File: config.mk
export PLATFORM = sky130hd
export DESIGN_NAME = headgen_seq_ctrl
export DESIGN_NICKNAME = d
export VERILOG_FILES = /design/src/rtl/headgen_seq_ctrl.sv
export SDC_FILE = /design/constraint.sdc
export NUM_CORES = 1
export LEC_CHECK = 0
export ABC_AREA = 1
export CORE_AREA = 5 5 111 87
export CTS_CLUSTER_SIZE = 10
export DETAILED_ROUTE_END_ITERATION = 12
export DIE_AREA = 0 0 116 92
export SYNTH_ARGS = -nofsm -noshare
export SYNTH_HDL_FRONTEND = slang
export SYNTH_SLANG_ARGS = --single-unit
File: constraint.sdc
create_clock -name clk -period 4.7 [get_ports clk]
set_input_delay 0.705 -clock clk [delete_from_list [all_inputs] [get_ports clk]]
set_output_delay 0.705 -clock clk [all_outputs]
set_load 0.01 [all_outputs]
File: src/rtl/headgen_seq_ctrl.sv
// Header-generation sequencer: walks per-VLAN microcode in the stage RAMs and streams header bytes.
// Optional back-to-back request acceptance on the last beat is enabled by defining HEADGEN_SEQ_B2B_EN.
module headgen_seq_ctrl #(
  parameter int VLAN_W  = 4,
  parameter int OFF_W   = 9,
  parameter int LEN_W   = 16,
  parameter int MAX_HDR = 128
) (
  input  logic                      clk,
  input  logic                      rst,
  input  logic                      req_valid,
  output logic                      req_ready,
  input  logic [VLAN_W-1:0]         req_vlan,
  input  logic [LEN_W-1:0]          req_body_len,
  output logic [VLAN_W+OFF_W-1:0]   pipe_addr,
  output logic [LEN_W-1:0]          pipe_len,
  output logic                      pipe_en,
  input  logic [8:0]                pipe_q,
  output logic                      hdr_valid,
  input  logic                      hdr_ready,
  output logic                      hdr_last,
  output logic [OFF_W-1:0]          hdr_cnt,
  output logic                      err_overrun,
  output logic                      busy
);

  localparam logic [1:0] IDLE   = 2'd0;
  localparam logic [1:0] PRIME  = 2'd1;
  localparam logic [1:0] STREAM = 2'd2;

  localparam logic [OFF_W-1:0] CNT_LAST = OFF_W'(MAX_HDR - 1);
  localparam logic [OFF_W-1:0] OFF_ONE  = OFF_W'(1);

  logic [1:0]        state_r;
  logic [1:0]        state_nxt;
  logic [VLAN_W-1:0] vlan_r;
  logic [OFF_W-1:0]  off_r;
  logic [LEN_W-1:0]  len_r;
  logic [OFF_W-1:0]  cnt_r;
  logic              accept;
  logic              unused_byte;

  // The byte lane goes straight to the assembler; only the last flag matters here.
  assign unused_byte = ^pipe_q[7:0];

  assign pipe_addr = {vlan_r, off_r};
  assign pipe_len  = len_r;
  assign hdr_cnt   = cnt_r;

  // Next-state and handshake decode; the stage enable doubles as the stream stall.
  always_comb begin
    state_nxt   = state_r;
    accept      = 1'b0;
    req_ready   = 1'b0;
    pipe_en     = 1'b0;
    hdr_valid   = 1'b0;
    hdr_last    = 1'b0;
    err_overrun = 1'b0;
    busy        = 1'b1;
    case (state_r)
      IDLE: begin
        busy      = 1'b0;
        req_ready = 1'b1;
        if (req_valid) begin
          accept    = 1'b1;
          state_nxt = PRIME;
        end else begin
          state_nxt = IDLE;
        end
      end
      PRIME: begin
        pipe_en   = 1'b1;
        state_nxt = STREAM;
      end
      STREAM: begin
        hdr_valid = 1'b1;
        hdr_last  = pipe_q[8] | (cnt_r == CNT_LAST);
        pipe_en   = hdr_ready & ~hdr_last;
        if (hdr_ready && hdr_last) begin
          err_overrun = ~pipe_q[8];
`ifdef HEADGEN_SEQ_B2B_EN
          req_ready = 1'b1;
          if (req_valid) begin
            accept    = 1'b1;
            state_nxt = PRIME;
          end else begin
            state_nxt = IDLE;
          end
`else
          state_nxt = IDLE;
`endif
        end else begin
          state_nxt = STREAM;
        end
      end
      default: begin
        state_nxt = IDLE;
      end
    endcase
  end

  // State, request latch and address/count advance.
  always_ff @(posedge clk or posedge rst) begin
    if (rst) begin
      state_r <= IDLE;
      vlan_r  <= '0;
      off_r   <= '0;
      len_r   <= '0;
      cnt_r   <= '0;
    end else begin
      state_r <= state_nxt;
      if (accept) begin
        vlan_r <= req_vlan;
        off_r  <= '0;
        len_r  <= req_body_len;
        cnt_r  <= '0;
      end else if (pipe_en) begin
        off_r <= off_r + OFF_ONE;
        // PRIME fetches word 0 without advancing the byte index.
        if (state_r == STREAM) begin
          cnt_r <= cnt_r + OFF_ONE;
        end else begin
          cnt_r <= cnt_r;
        end
      end else begin
        off_r <= off_r;
        cnt_r <= cnt_r;
      end
    end
  end

endmodule

### Yosys cells after proc, flatten, opt, wreduce, memory -nomap -nowiden

Cells that the tools add are included.
Widths: inputs -> output; s select.

* bitwise logic cells: 4
* add/sub/neg operators: 2
* reduce and logical (&&, ||, !) cells: 5
* eq/ne operators: 3
* muxes and demuxes: 17

Operators by type and width (count)
* $mux 9: 5
* $add 9x1->9 const B: 2
* $eq 9x7->1 const B: 1
* $mux 1: 9
* $pmux 2 s3: 1
* $reduce_bool 2->1: 2
* $eq 2x1->1 const B: 1
* $eq 2x2->1 const B: 1
* $logic_not 2->1: 1
* $mux 2: 1
* $not 1->1: 2
* $pmux 1 s2: 1
* $reduce_and 2->1: 1
* $and 1x1->1: 1
* $logic_and 1x1->1: 1
* $or 1x1->1: 1

* word-level logic and storage cells: 36
* output and inout port bits: 44
* flip-flop bits (word level): 40
* input port bits: 33

### Logic depth before layout (Yosys ltp)

Gate-level depths: netlist of the first run.

* depth after elaboration: 7
* gate-level depth with buffers: 11
* mapped depth without buffers: 10

### Worst setup path after synthesis of the first run

OpenSTA, ideal clock, no wires.

* path kind: reg2out
* start point: reg state_r[0]
* end point: out pipe_en
* path buffers: 1
* required time: 3.995 ns
* stages on the path, launching flop included: 9
* arrival: 1.374 ns
* path slack: 2.621 ns
* cells stage by stage: dfrtp_1 inv_1 ha_1 and3_2 nand2_2 nand2_4 nand2_4 buf_12 inv_6

* word-level cells in the longest chain between the ends: 2
* elaborated cells on any way between the ends: 3

RTL lines
* start: declaration: line 34 `logic [1:0] state_r;`
* start signal: assignment: line 111 `state_r <= state_nxt;`
* $eq 2x2->1 or $eq 2x1->1 (tied branches): line 60 `case (state_r)`
* $pmux 1 s2 *: line 60
* end: declaration: line 17 `output logic pipe_en,`

Mark *: on every way between the ends. The rest lies on a longest branch, timed or not.

### Worst setup path in the final report of the first run

* start point: in pipe_q[8]
* end point: out pipe_en

* word-level cells in the longest chain between the ends: 4

RTL lines
* start: declaration: line 18 `input logic [8:0] pipe_q,`
* $or 1x1->1: line 77 `hdr_last = pipe_q[8] | (cnt_r == CNT_LAST);`
* $not 1->1: line 78 `pipe_en = hdr_ready & ~hdr_last;`
* $and 1x1->1: line 78
* $pmux 1 s2: line 60

No other way between the ends.

==> results.yml, run 1 <==
outcome:
  status: "finished clean"
setup_path:
  path_buf_inv: 4
  slowest_stage: "clkdlybuf4s50_1"
  critical_path.max_fanout: 11
  crit_cells: 8
  max_stage_delay_ns: 0.53
  reg2reg_depth: 8
  crit_family: "buffers and inverters"
  cp.arrival_ns: 2.32
  worstPathRequired_ns: 3.99
  cp-end-kind: "primary output"
  startpoint_type: "input port"
  path_class: "in2out"
  crit_chain: "clkdlybuf4s50_1 > inv_1 > and3_2 > nand2_2 > nand2_4 > nand2_4 > inv_6 > clkdlybuf4s50_1"
drt:
  first_pass_iters: 4
  via_per_inst: 4.225
  drt_iter0_drc: 54
  detail-route-antenna-nets: 0
  routedWlPerCell_um: 12.04
  vias: 1800
  drt_wl_total_mm: 5.127
  drc: 0
yosys:
  synth_compound_area_share_pct: 0.7371
  avgSynthCellArea_um2: 8.181
  yosysWarnings: 0
  synthAdderAreaFrac_pct: 3.071
  synth.distinct_cells: 24
  synthXorXnorAreaFrac_pct: 4.300
  synthSimpleGateAreaFrac_pct: 37.29
  synth-seq-area-share_pct: 49.14
  postSynthCellCount: 249
  synth_top_family_by_area: "simple AND/OR/NAND/NOR gates"
  syn_area_um2: 2037
  synthesis.nets: 287
  synth_mux_area_share_pct: 0
  synth-seq-cells: 40
sta:
  post-route-period-util_pct: 64.30
  slew_viol_final: 0
  period_needed_ns: 3.022
  rsz0062_at_grt: "false"
  max-slew-margin-rel_pct: 32.11
  setup_viol: 0
  hold_viol: 0
  tightest_slew_ns: 1.012
  setup_tns_ns: 0
  fmax_ghz: 0.3309
  finalClockSkew_ns: 0.003551
pwr:
  power.total_w: 0.001598
  ir_worst_vdd_mv: 0.2510
  leakagePower_nw: 1.437
  power_density_nw_per_um2: 535.3
floorplan:
  start_util_pct: 24.41
  core_area_um2: 8346
  num_io_pins: 77
  die_area_um2: 10670
  dieHeight_um: 92
  rows: 29
  dieWidth_um: 116
place:
  gp_congestion: 0.7098
  dpl.hpwl_mm: 3.600
  io_buffers: 68
cts:
  cts_resized: 0
  tritoncts: "done"
  clock_path_buffers: 2
  insertion_delay_ns: 0.28
  hold_buffers: 0
  cts_buffers: 5
  cts.sinks: 40
  postCtsSetupRepairBufs: 0
  path_clk_slew_ns: 0.06
  ctsRootBufferMaster: "clkbuf_16"
  htree_levels: 2
flow_run:
  maxCapViolCount: 0
cells_and_area:
  final_nets: 355
  final_common_cell: "nand2_1"
  antenna_cells: 0
  drive_gt1_share_pct: 7.862
  multiInputGateArea_um2: 924.6
  area_growth_pct: 46.56
  fillers: 860
  regArea_um2: 1001
  layout_common_cells: "nand2_1, clkdlybuf4s50_1, dfrtp_1"
global_routing:
  grt_pass1_wl_mm: 8.625
  antenna_found_initial: 0
  grtUsageTotal_pct: 9.891
  grt.overflow.total: 0
  grt_pass1_vias: 1763
  grt_start_max_net_pins: 46
hold_path:
  hold_depth: 2
  hold_class: "reg2reg"
cell families after synthesis:
kind of cell             Yosys count
adder cells (fa/ha/maj)            5
AO/OA/AOI/OAI                      3
XOR/XNOR                          10
flip-flops                        40
buffers and inverters             23
AND/OR/NAND/NOR                  168
layer usage:
layer	routed length, µm	GRT usage (%)	up-vias
met5	0	0	-
met4	13	1.449	0
met3	410	4.079	2
met2	2242	15.42	50
met1	2461	13.16	835
li1	-	-	913
stage by stage:
step	setup slack (ns)	hold WS (ns)	instances	utilization (%)	cell area [µm²]
detailed placement	1.373	0.4672	418	33.72	2814
floorplan	2.621	0.4503	249	-	2037
finish	1.678	0.4806	426	35.77	2985
global route	1.492	0.5088	426	35.77	2985
CTS	1.658	0.4819	426	35.77	2985
global placement	1.336	0.4610	418	33.72	2814
final cells by class:
cell class | count | area share [%]
flip-flops and latches | 40 | 33.53
multi-input cells | 186 | 30.97
repair buffers | 70 | 23.30
well taps | 108 | 4.526
clock buffers | 5 | 4.191
inverters | 14 | 1.928
clock inverters | 3 | 1.551
flip-flops by register name (all words and copies together) (netlist names):
name / flops
state_r: 2
vlan_r: 4
pipe_len: 16
hdr_cnt: 9
off_r: 9
synth_stat cells:
cell type	number	area, µm²
nor2_1	16	60.06
a21oi_1	2	10.01
ha_1	5	62.56
buf_12	1	20.02
nand2_4	3	33.78
nand2_1	107	401.6
dfrtp_1	40	1001
nand3_1	25	125.1
buf_2	3	15.01
xor2_1	7	61.31
nand3_2	5	50.05
nand2_2	3	18.77
nor3b_1	1	7.510
nand3_4	1	17.52
inv_1	12	45.04
clkinv_1	1	3.750
inv_6	1	8.760
clkbuf_1	5	18.77
and3_2	1	7.510
xnor2_1	3	26.28
nor3_1	4	20.02
nand4_1	1	6.260
nor2_4	1	11.26
o21ai_0	1	5.000
report_power, final:
part / switching (W) / internal [W] / leakage (nW)
registers: 0.0000814 / 0.000457 / 0.519
logic: 0.000340 / 0.000326 / 0.838
clock network: 0.000142 / 0.000252 / 0.0804
total: 0.000563 / 0.00104 / 1.44
worst register-to-register path, delay by kind of cell (launching register included):
kind                       cells  cell delay [ns]
and+or+nand+nor                4             0.64
DFF                            1             0.35
adders and majority gates      1             0.24
buffers and inverters          3             1.50
worst paths after layout:
check / from / to / slack (ns)
worst max-delay path: pipe_q[8] / pipe_en / 1.68
worst min-delay path: vlan_r[0] / vlan_r[0] / 0.48
worst max register to register: state_r[0] / hdr_cnt[3] / 1.92
worst min register to register: vlan_r[0] / vlan_r[0] / 0.48
max in group asynchronous: rst / pipe_len[12] / 3.00
min in group asynchronous: rst / pipe_len[3] / 0.89
Power figures use the tool's default switching activity.
==> run 2: changes to the inputs <==
- clock period: 4.7 -> 2.95 ns (I/O delays scaled with it)
==> run 2 against run 1 <==
Wire length grew 1.5%; die area is the same; global-route usage is essentially flat; sequential share of layout area shrank 0.084 points; cell area grew 0.25%; critical path type is now reg2out; worst setup slack lost 1.3 ns; hold slack gained 0.0012 ns.
==> results.yml, run 2 (same netlist as run 1, synthesis figures left out) <==
cts:
  hold_buffers: 0
  cts.sinks: 40
  ctsRootBufferMaster: "clkbuf_16"
  tritoncts: "done"
  clock_path_buffers: 2
  postCtsSetupRepairBufs: 0
  cts_resized: 0
  htree_levels: 2
  insertion_delay_ns: 0.28
  cts_buffers: 5
  path_clk_slew_ns: 0.06
cells_and_area:
  antenna_cells: 0
  area_growth_pct: 46.93
  drive_gt1_share_pct: 8.150
  regArea_um2: 1001
  final_nets: 356
  largest_register_ffs: 16
  fillers: 872
  final_cell_count_no_fill: 427
  final_common_cell: "nand2_1"
  design_area_um2: 2993
  multiInputGateArea_um2: 924.6
  fin_util_pct: 35.86
  layout_common_cells: "nand2_1, clkdlybuf4s50_1, dfrtp_1"
floorplan:
  die_area_um2: 10670
  core_area_um2: 8346
  rows: 29
  dieHeight_um: 92
  num_io_pins: 77
  dieWidth_um: 116
  start_util_pct: 24.41
pwr:
  ir_worst_vdd_mv: 0.3215
  power_density_nw_per_um2: 854.5
  leakagePower_nw: 1.442
drt:
  via_per_inst: 4.192
  vias: 1790
  detail-route-antenna-nets: 0
  drt_wl_total_mm: 5.203
  drt_iter0_drc: 57
  drc: 0
  routedWlPerCell_um: 12.19
  first_pass_iters: 4
sta:
  post-route-period-util_pct: 88.84
  slew_viol_final: 0
  finalClockSkew_ns: 0.004721
  tightest_slew_ns: 0.6888
  fin_ws_ns: 0.3292
  setup_tns_ns: 0
  setup_viol: 0
  fmax_ghz: 0.3816
  hold_viol: 0
  period_needed_ns: 2.621
  max-slew-margin-rel_pct: 53.80
  rsz0062_at_grt: "false"
place:
  dpl.hpwl_mm: 3.648
  place_ws_ns: 0.4513
  io_buffers: 68
  gp_congestion: 0.7088
  placed_cells_incl_taps: 419
  place_area_um2: 2821
global_routing:
  grt_start_max_net_pins: 45
  grt_pass1_wl_mm: 8.514
  grt_pass1_vias: 1765
  grtUsageTotal_pct: 9.896
  grt.overflow.total: 0
  antenna_found_initial: 0
setup_path:
  startpoint_type: "flop"
  max_stage_delay_ns: 0.53
  cp.arrival_ns: 2.18
  crit_chain: "inv_1 > ha_1 > and3_2 > nand2_2 > nand2_4 > nand2_4 > inv_6 > clkdlybuf4s50_1"
  path_class: "reg2out"
  critical_path.max_fanout: 11
  cp-end-kind: "primary output"
  cpMostUsedCell: "nand2_4"
  slowest_stage: "clkdlybuf4s50_1"
  worstPathRequired_ns: 2.51
hold_path:
  hold_class: "reg2reg"
flow_run:
  maxCapViolCount: 0
outcome:
  status: "finished clean"
## run 2: cell types whose count changed in the layout (fill, tap and decap cells not counted)
cell / previous run / this run
buf_4: 2 / 3
## run 2: path summary, 6_finish.rpt
kind	to	cells after the start	start	slack, ns
setup / recovery	pipe_en	8	state_r[0]	0.33
hold / removal	pipe_len[3]	2	pipe_len[3]	0.48
setup reg to reg	pipe_len[8]	7	state_r[1]	0.99
hold reg to reg	pipe_len[3]	2	pipe_len[3]	0.48
max in group asynchronous	state_r[1]	3	rst	1.98
min in group asynchronous	pipe_len[12]	3	rst	0.60
## run 2: area by class of cell
cell class / instances / share of cell area [%]
inverter: 14 / 1.923
sequential: 40 / 33.44
clock inverter: 3 / 1.547
clock buffer: 5 / 4.181
tap: 108 / 4.515
timing repair buffer: 71 / 23.49
multi-input combinational: 186 / 30.89
## run 2: layer usage
layer | vias up | routed length, µm | share of wire [%] | GRT usage [%]
li1 | 920 | - | - | -
met3 | 4 | 527 | 10 | 5.132
met4 | 0 | 33 | 0.63 | 2.705
met2 | 58 | 2289 | 44 | 14.80
met5 | - | 0 | 0 | 0
met1 | 808 | 2352 | 45 | 12.54
## run 2: where the power goes
| part | internal, W | switching (W) |
|---|---|---|
| logic | 0.000523 | 0.000546 |
| clock network | 0.000402 | 0.000228 |
| registers | 0.000728 | 0.000130 |
## run 2: metrics by stage
step / power (W) / hold WS, ns
final: 0.002557 / 0.4818
after detailed placement: 0.001953 / 0.4662
after global placement: 0.001935 / 0.4606
after floorplan: 0.001407 / 0.4503
after global routing: 0.002736 / 0.5051
after CTS: 0.002613 / 0.4898
## run 2: worst max-delay path: cells and delay by family, from the launching register on
family                   cells  cell delay (ns)
AND/OR/NAND/NOR              4             0.48
buffers and inverters        3             0.75
adder cells (fa/ha/maj)      1             0.29
flip-flops                   1             0.38
